===== src/rtl/id_ex_stage.sv =====
// ID/EX pipeline register with load-use and branch-in-ID hazard detection.
// Optional stall-bubble counter enabled by defining IDEX_BUBBLE_CNT_EN.
module id_ex_stage #(
   parameter int DATA_W = 32,
   parameter int REG_W  = 5
) (
   input  logic              clk_i,
   input  logic              rst_i,
   input  logic              hold_i,
   input  logic              RegDst_i,
   input  logic [2:0]        ALUOp_i,
   input  logic              ALUSrc_i,
   input  logic              RegWrite_i,
   input  logic              Memread_i,
   input  logic              Memwrite_i,
   input  logic              Mem2reg_i,
   input  logic              Branch_i,
   input  logic [DATA_W-1:0] rs_data_i,
   input  logic [DATA_W-1:0] rt_data_i,
   input  logic [DATA_W-1:0] imm_i,
   input  logic [REG_W-1:0]  rs_i,
   input  logic [REG_W-1:0]  rt_i,
   input  logic [REG_W-1:0]  rd_i,
   input  logic              mem_Memread_i,
   input  logic [REG_W-1:0]  mem_wr_addr_i,
   output logic              RegDst_o,
   output logic [2:0]        ALUOp_o,
   output logic              ALUSrc_o,
   output logic              RegWrite_o,
   output logic              Memread_o,
   output logic              Memwrite_o,
   output logic              Mem2reg_o,
   output logic [DATA_W-1:0] rs_data_o,
   output logic [DATA_W-1:0] rt_data_o,
   output logic [DATA_W-1:0] imm_o,
   output logic [REG_W-1:0]  rs_o,
   output logic [REG_W-1:0]  rt_o,
   output logic [REG_W-1:0]  rd_o,
   output logic [REG_W-1:0]  wr_addr_o,
   output logic              stall_o,
   output logic              pc_write_o,
   output logic              ifid_write_o
`ifdef IDEX_BUBBLE_CNT_EN
   ,
   output logic [15:0]       bubble_cnt_o
`endif
);

   typedef struct packed {
      logic       reg_dst;
      logic [2:0] alu_op;
      logic       alu_src;
      logic       reg_write;
      logic       mem_read;
      logic       mem_write;
      logic       mem2reg;
   } ctrl_t;

   ctrl_t             ctrl_d, ctrl_q;
   logic [DATA_W-1:0] rs_data_q, rt_data_q, imm_q;
   logic [REG_W-1:0]  rs_q, rt_q, rd_q, wr_addr_q;

   logic load_use, br_ex, br_mem, stall;

   assign ctrl_d = {RegDst_i, ALUOp_i, ALUSrc_i, RegWrite_i,
                    Memread_i, Memwrite_i, Mem2reg_i};

   // A branch compares in ID, so it must wait for both an EX writer and a MEM load.
   always_comb begin
      load_use = ctrl_q.mem_read && (rt_q != '0) &&
                 ((rt_q == rs_i) || (rt_q == rt_i));
      br_ex    = ctrl_q.reg_write && (wr_addr_q != '0) &&
                 ((wr_addr_q == rs_i) || (wr_addr_q == rt_i));
      br_mem   = mem_Memread_i && (mem_wr_addr_i != '0) &&
                 ((mem_wr_addr_i == rs_i) || (mem_wr_addr_i == rt_i));
      stall    = load_use || (Branch_i && (br_ex || br_mem));
   end

   always_ff @(posedge clk_i or negedge rst_i) begin
      if (!rst_i) begin
         ctrl_q    <= '0;
         rs_data_q <= '0;
         rt_data_q <= '0;
         imm_q     <= '0;
         rs_q      <= '0;
         rt_q      <= '0;
         rd_q      <= '0;
         wr_addr_q <= '0;
      end else if (!hold_i) begin
         ctrl_q    <= stall ? ctrl_t'('0) : ctrl_d;
         rs_data_q <= rs_data_i;
         rt_data_q <= rt_data_i;
         imm_q     <= imm_i;
         rs_q      <= rs_i;
         rt_q      <= rt_i;
         rd_q      <= rd_i;
         wr_addr_q <= RegDst_i ? rd_i : rt_i;
      end
   end

`ifdef IDEX_BUBBLE_CNT_EN
   logic [15:0] bubble_cnt_q;

   always_ff @(posedge clk_i or negedge rst_i) begin
      if (!rst_i)
         bubble_cnt_q <= '0;
      else if (stall && !hold_i && (bubble_cnt_q != 16'hFFFF))
         bubble_cnt_q <= bubble_cnt_q + 16'd1;
   end

   assign bubble_cnt_o = bubble_cnt_q;
`endif

   assign RegDst_o     = ctrl_q.reg_dst;
   assign ALUOp_o      = ctrl_q.alu_op;
   assign ALUSrc_o     = ctrl_q.alu_src;
   assign RegWrite_o   = ctrl_q.reg_write;
   assign Memread_o    = ctrl_q.mem_read;
   assign Memwrite_o   = ctrl_q.mem_write;
   assign Mem2reg_o    = ctrl_q.mem2reg;
   assign rs_data_o    = rs_data_q;
   assign rt_data_o    = rt_data_q;
   assign imm_o        = imm_q;
   assign rs_o         = rs_q;
   assign rt_o         = rt_q;
   assign rd_o         = rd_q;
   assign wr_addr_o    = wr_addr_q;
   assign stall_o      = stall;
   assign pc_write_o   = ~stall;
   assign ifid_write_o = ~stall;

endmodule


===== config.mk =====
export PLATFORM = sky130hd
export DESIGN_NAME = id_ex_stage
export DESIGN_NICKNAME = d
export VERILOG_FILES = /design/src/rtl/id_ex_stage.sv
export SDC_FILE = /design/constraint.sdc
export NUM_CORES = 1
export LEC_CHECK = 0
export ABC_AREA = 1
export BUFFER_PORTS_ARGS = -buffer_cell sky130_fd_sc_hd__buf_2
export CORE_ASPECT_RATIO = 1.2
export CORE_MARGIN = 8
export CORE_UTILIZATION = 46
export CTS_CLUSTER_DIAMETER = 150
export DETAILED_ROUTE_END_ITERATION = 12
export PLACE_DENSITY = 0.9
export SYNTH_ARGS = -nofsm -noshare
export SYNTH_HDL_FRONTEND = slang
export SYNTH_SLANG_ARGS = --single-unit

===== constraint.sdc =====
create_clock -name clk_i -period 1.98 [get_ports clk_i]
set_input_delay 0.396 -clock clk_i [delete_from_list [all_inputs] [get_ports clk_i]]
set_output_delay 0.396 -clock clk_i [all_outputs]
set_load 0.02 [all_outputs]

Yosys cells after proc, flatten, opt, wreduce, memory -nomap -nowiden
Index checks and enable logic that the tools add are counted.
{"block": "totals", "register_bits": 125, "latch_bits": 0, "ram_bits": 0, "rom_bits": 0, "input_bits": 130, "out_inout_bits": 128, "elab_cells": 38, "n_memories": 0}
{"block": "op_classes", "add_sub_neg": 0, "mul": 0, "div": 0, "order_cmp": 0, "n_eq_ne": 6, "shifts": 0, "mux": 2, "bitwise": 1, "n_reduce_logical": 15}
{"op": "$eq A5 B5 Y1", "n": 6}
{"op": "$reduce_bool A5 Y1", "n": 3}
{"op": "$mux W9", "n": 1}
{"op": "$logic_and A1 B1 Y1", "n": 7}
{"op": "$logic_or A1 B1 Y1", "n": 5}
{"op": "$mux W5", "n": 1}
{"op": "$not A1 Y1", "n": 1}

Longest topological paths before layout
{"block": "logic_depth", "depth_word": 7, "mapped_depth": 12, "mapped_depth_nobuf": 11}

Worst setup path before layout
Ideal clock, no wire load.
{"block": "synth_path", "path_kind": "flip-flop to output port", "start": "register wr_addr_q[3], in the netlist wr_addr_o[3]", "end": "output port pc_write_o", "arrival_ps": 1471, "t_required_ps": 1584, "path_slack_ps": 113, "stages_incl_launch_ff": 11, "path_buffers": 1, "path_cell_list": "dfrtp_1 inv_1 nand4_1 o21ai_0 inv_2 nand2_2 nand2_4 nand2_8 nand2_4 inv_2 buf_4"}
{"block": "synth_via", "elab_chain_cells": 7, "word_cells_on_any_way": 10, "cone_classes": "2 x eq/ne; 1 x bitwise; 7 x reduce/logical"}
{"item": "start: declaration", "line_no": "61", "rtl": "logic [REG_W-1:0] rs_q, rt_q, rd_q, wr_addr_q;"}
{"item": "start signal: assignment", "line_no": "97", "rtl": "wr_addr_q <= RegDst_i ? rd_i : rt_i;"}
{"item": "$eq A5 B5 Y1 or $reduce_bool A5 Y1 (tied branches)", "line_no": "73, 72"}
{"item": "$logic_or A1 B1 Y1 or $logic_and A1 B1 Y1 (tied branches)", "line_no": "73, 72"}
{"item": "$logic_and A1 B1 Y1 (*)", "line_no": "72", "rtl": "br_ex = ctrl_q.reg_write && (wr_addr_q != '0) &&"}
{"item": "$logic_or A1 B1 Y1 (*)", "line_no": "76", "rtl": "stall = load_use || (Branch_i && (br_ex || br_mem));"}
{"item": "$logic_and A1 B1 Y1 (*)", "line_no": "76"}
{"item": "$logic_or A1 B1 Y1 (*)", "line_no": "76"}
{"item": "net stall_o", "line_no": "40", "rtl": "output logic stall_o,"}
{"item": "$not A1 Y1 (*)"}
{"item": "end: declaration", "line_no": "41", "rtl": "output logic pc_write_o,"}
The timed path passes the listed nets; every way through them passes the cells marked *.

Worst setup path in the final report
{"block": "layout_path", "start": "register rt_q[1], in the netlist rt_o[1]", "end": "output port ifid_write_o"}
{"block": "layout_via", "elab_chain_cells": 5, "word_cells_on_any_way": 8, "cone_classes": "2 x eq/ne; 1 x bitwise; 5 x reduce/logical"}
{"item": "start: declaration", "line_no": "61"}
{"item": "start signal: assignment", "line_no": "95", "rtl": "rt_q <= rt_i;"}
{"item": "$eq A5 B5 Y1 or $reduce_bool A5 Y1 (tied branches)", "line_no": "71, 70"}
{"item": "$logic_or A1 B1 Y1 or $logic_and A1 B1 Y1 (tied branches)", "line_no": "71, 70"}
{"item": "$logic_and A1 B1 Y1 (*)", "line_no": "70", "rtl": "load_use = ctrl_q.mem_read && (rt_q != '0) &&"}
{"item": "$logic_or A1 B1 Y1 (*)", "line_no": "76"}
{"item": "$not A1 Y1 (*)", "line_no": "130", "rtl": "assign ifid_write_o = ~stall;"}
{"item": "end: declaration", "line_no": "42", "rtl": "output logic ifid_write_o"}
Mark *: on every way between the ends. The rest lies on a longest branch, timed or not.

==> results.md <==
- The flow ran to the end, but the final reports show violations.
- The final reports fail on negative setup slack.
- The path class of the tightest hold or removal check is input pin to flip-flop.
- The worst setup slack for register-to-register paths is 0.39 ns.
- By startpoint and endpoint, the worst setup path is classified as flip-flop to output pin.
- Measured against its own limit, the worst slew margin works out to 0.676.
- For this run, the share of the core covered by cells in the final layout is 0.661.
- The cell type with the highest aggregate area in the netlist is sky130_fd_sc_hd__dfrtp_1.
- The total wire length is 16.5 mm.
- The total overflow reported by the global router is 0.
- Grouping stages by cell kind, the critical path spends the most delay in simple AND/OR/NAND/NOR gates.
- The horizontal extent of the die is 115 um.
- Clock-pin slew was measured on the worst setup and hold paths at approximately 0.060 ns.
- The top flip-flop cell by instance count after synthesis is sky130_fd_sc_hd__dfrtp_1.
- The share of synthesized flip-flops with an asynchronous set or reset is 1.00.
- The max-capacitance violation count is 0.
- The remaining routing DRC violations is 0.
- The floorplan core area is 11500 sq um.
- The worst setup path is launched from a flip-flop.
- In the final routing, the length of wire on met1 measures 6.13 mm.
- The leakage dissipation is 4.45 nW.
- The iteration-0 DRC count of the detailed router is 333.
- The signal on the critical path passes through buf_4 -> nor2_1 -> nor3_2 -> nand3_1 -> nand2_2 -> nand2_8 -> nand2_4 -> inv_2 -> buf_6.
- Of the cells placed in the final design, the portion with a size suffix greater than 1 is 0.375.
- The post-synthesis instance total is 659.
- The global-route wire length before repair is 25.7 mm.
- After floorplanning, the core was divided into 43 placement rows.
- The number of hold violations in the final report is 0.
- The library cells used most frequently in the layout, excluding fill and tap cells, are sky130_fd_sc_hd__nand2_1, sky130_fd_sc_hd__buf_2, sky130_fd_sc_hd__dfrtp_1, sky130_fd_sc_hd__nor2_1, sky130_fd_sc_hd__buf_4.
- For this run, the post-layout net count is 1060.
- TritonCTS built the clock tree.
- Detailed routing placed a total of around 1.4 mm of wire on met3.
- The minimum period implied by the final worst setup slack is 2.10 ns.
- The average wire length per cell after detail routing is 15.0 um.
- The source of the worst register-to-register timing path is wr_addr_o[0].
- The worst min-delay path startpoint is imm_i[6].
- In the post-route analysis, the smallest setup slack over all paths is -0.117 ns.
- Clock tree synthesis inserted a total of 17 buffers.
- The number of clock sinks is 125.
- STA classifies the critical path endpoint as an output pin.
- For this run, the number of standard cells in the final layout without fillers is 1100.
- The clock latency reported for the late side of the worst-skew pair is 0.40 ns.
- VDD sags by at most around 0.00045 V.
- The number of failing setup endpoints in the final timing report is 3.
- The clock tree synthesis step divided the H-tree into 4 levels.
- The port buffer count is 257.
- The vertical die dimension is between 100 and 150 um.
- The number of buffers between clock root and the deepest sink is 2.
- The global placer's final weighted congestion is 0.952.
- Setup repair after global routing could not meet its margin everywhere.
- Across every metal layer, demand over resource in global routing totals 0.213.
- After synthesis the netlist holds a flip-flop and latch count of 125.
- The design draws 7.21 mW.
- The arrival time at the worst endpoint is 1.70 ns.
- The total vias in the final route is 5183.
- The Yosys step of the flow raised 0 warnings.
- The actual slew at the worst max-slew pin is 0.486 ns.
- Counting flops with a built-in enable in the synthesized netlist gives 0.
- Data on the critical path is required at its endpoint by roughly 1.6 ns.
- The layout overhead on the synthesized area is 40.9%.
- The final count of pins violating max slew is 0.
- The count of pins on the block boundary is roughly 260.
- Counting distinct cell types in the post-synthesis netlist gives 26.
- The longest individual stage delay on the worst path is 0.41 ns.
- Across the routed clock network, the largest skew measured is 0.00853 ns.
- In this run the worst setup path begins at rt_o[1].
- The area fraction of the dominant cell type after synthesis is 0.582.
- The synthesized net count is 789.
- The number of buffers and inverters on the critical path is 3.
- Power spread over the standard cell area amounts to approximately 950 nW/um^2.
- In the final timing run, aggregate negative setup slack is -0.340 ns.
- The library cell used most frequently in the layout, excluding fill and tap cells, is sky130_fd_sc_hd__nand2_1.
- The die footprint is 15400 sq um.
- The sequential share of the synthesized area is 0.582.
- The effective utilization at floorplan is 0.469.
- Before antenna repair, the detailed router went through 4 iterations.
- Averaged over all synthesized cells, the footprint is a little over 8 sq um.
- By area the synthesized netlist is led by sky130_fd_sc_hd__dfrtp_1, sky130_fd_sc_hd__nand2_1, sky130_fd_sc_hd__nand3_2.
- The number of antenna diodes in the final layout is 0.
- The number of global-route vias before repair is 5232.
- In this run the remaining antenna-violating nets after routing total 0.
- The number of antenna violations at the first check in global routing is 1.
- Once detailed placement completed, the half-perimeter wirelength came to 12.2 mm.
- After detailed routing, no signal wire sits above met5.
- Based on the critical path, the design can be clocked at up to 477 MHz.
- The cell at the root of the clock tree is sky130_fd_sc_hd__clkbuf_16.
- The maximum number of pins on one net before global-route repair is approximately 110.
- After detailed routing, the number of vias per cell comes to roughly 4.7.
- The mapped cell area is 5380 sq um.
- The highest net fanout along the worst path is 4.
- The slowest cell on the critical path is sky130_fd_sc_hd__dfrtp_1.
- Dividing the final minimum period by the clock period gives 1.06.
- The sum of met2 wire segment lengths after detailed routing is 8.62 mm.
- After detailed placement, the design holds a cell count of 1055.
path summary, 6_finish.rpt:
| path | end | cells after the start |
|---|---|---|
| setup / recovery | ifid_write_o | 9 |
| setup reg to reg | RegDst_o | 13 |
| min in group asynchronous | imm_o[31] | 2 |
| hold reg to reg | ALUOp_o[1] | 2 |
| hold / removal | imm_o[6] | 3 |
| max in group asynchronous | rs_data_o[22] | 3 |
power by group:
| group | switching, mW | internal, mW | leakage [nW] |
|---|---|---|---|
| Sequential | 0.143 | 2.79 | 1.52 |
| Clock | 1.19 | 1.74 | 0.267 |
| Combinational | 0.864 | 0.483 | 2.67 |
per-stage QoR:
stage | instance area [sq um] | hold WS (ns) | setup WS (ns)
floorplan | 5380 | 0.100 | 0.113
global placement | 6870 | 0.266 | 0.0849
detailed placement | 6870 | 0.268 | 0.0671
CTS | 7550 | 0.161 | -0.125
global route | 7580 | 0.164 | -0.213
finish | 7580 | 0.180 | -0.117
cells in the mapped netlist (3+ instances only):
cell / number
sky130_fd_sc_hd__o21ai_0: 7
sky130_fd_sc_hd__clkbuf_1: 17
sky130_fd_sc_hd__xnor2_1: 6
sky130_fd_sc_hd__nand3_1: 7
sky130_fd_sc_hd__o22ai_1: 4
sky130_fd_sc_hd__inv_1: 24
sky130_fd_sc_hd__buf_2: 9
sky130_fd_sc_hd__nand2_1: 383
sky130_fd_sc_hd__inv_2: 12
sky130_fd_sc_hd__dfrtp_1: 125
sky130_fd_sc_hd__o21ai_1: 6
sky130_fd_sc_hd__a21oi_1: 3
sky130_fd_sc_hd__nand3_2: 9
sky130_fd_sc_hd__o21bai_1: 4
sky130_fd_sc_hd__nor2_1: 24
sky130_fd_sc_hd__xor2_1: 5
what timing repair did:
item / in CTS / in global routing
endpoints found under the setup margin: 3 / 3
resized for setup: 12 / 8
endpoints found under the hold margin: 11 / 0
hold buffers: 1 / 0
pin swaps: 7 / 8
buffers inserted: 11 / 1
worst reg2reg max path: stages (launching register included):
cell                      delay [ns]
sky130_fd_sc_hd__dfrtp_1        0.41
sky130_fd_sc_hd__inv_2          0.07
sky130_fd_sc_hd__nand2_1        0.06
sky130_fd_sc_hd__nand2_1        0.06
sky130_fd_sc_hd__nor2_2         0.11
sky130_fd_sc_hd__nand3_1        0.07
sky130_fd_sc_hd__nand2_1        0.08
sky130_fd_sc_hd__nand2_2        0.06
sky130_fd_sc_hd__nand2_4        0.09
sky130_fd_sc_hd__nand2_8        0.05
sky130_fd_sc_hd__buf_4          0.12
sky130_fd_sc_hd__buf_4          0.18
sky130_fd_sc_hd__nand3_2        0.07
sky130_fd_sc_hd__nand2_1        0.05
flip-flops by register name (all words and copies together), names as in the netlist, 3 cells and up:
| register | cells |
|---|---|
| rs_data_o | 32 |
| ALUOp_o | 3 |
| rs_o | 5 |
| rt_o | 5 |
| rt_data_o | 32 |
| rd_o | 5 |
| wr_addr_o | 5 |
| imm_o | 32 |
metal layers:
metal | up-vias | GRT usage
met3 | 33 | 0.0805
met1 | 2406 | 0.225
li1 | 2532 | -
met2 | 210 | 0.368
met5 | - | 0
met4 | 2 | 0.0980
area by class of cell:
type	count	area, sq um
clock inverters	15	140
multi-input cells	469	2020
inverters	37	140
fillers	934	3880
clock buffers	17	425
repair buffers	280	1530
flip-flops and latches	125	3130
well taps	157	196
kinds of logic (layout without fill, tap and decap cells):
group                  count (synthesis)  after routing  synth area share
AO/OA/AOI/OAI                         25             25            0.0265
flip-flops                           125            125             0.582
XOR/XNOR                              11             11            0.0179
buffers and inverters                 65            349            0.0482
AND/OR/NAND/NOR                      433            433             0.326
(Power assumes the default switching activity.)
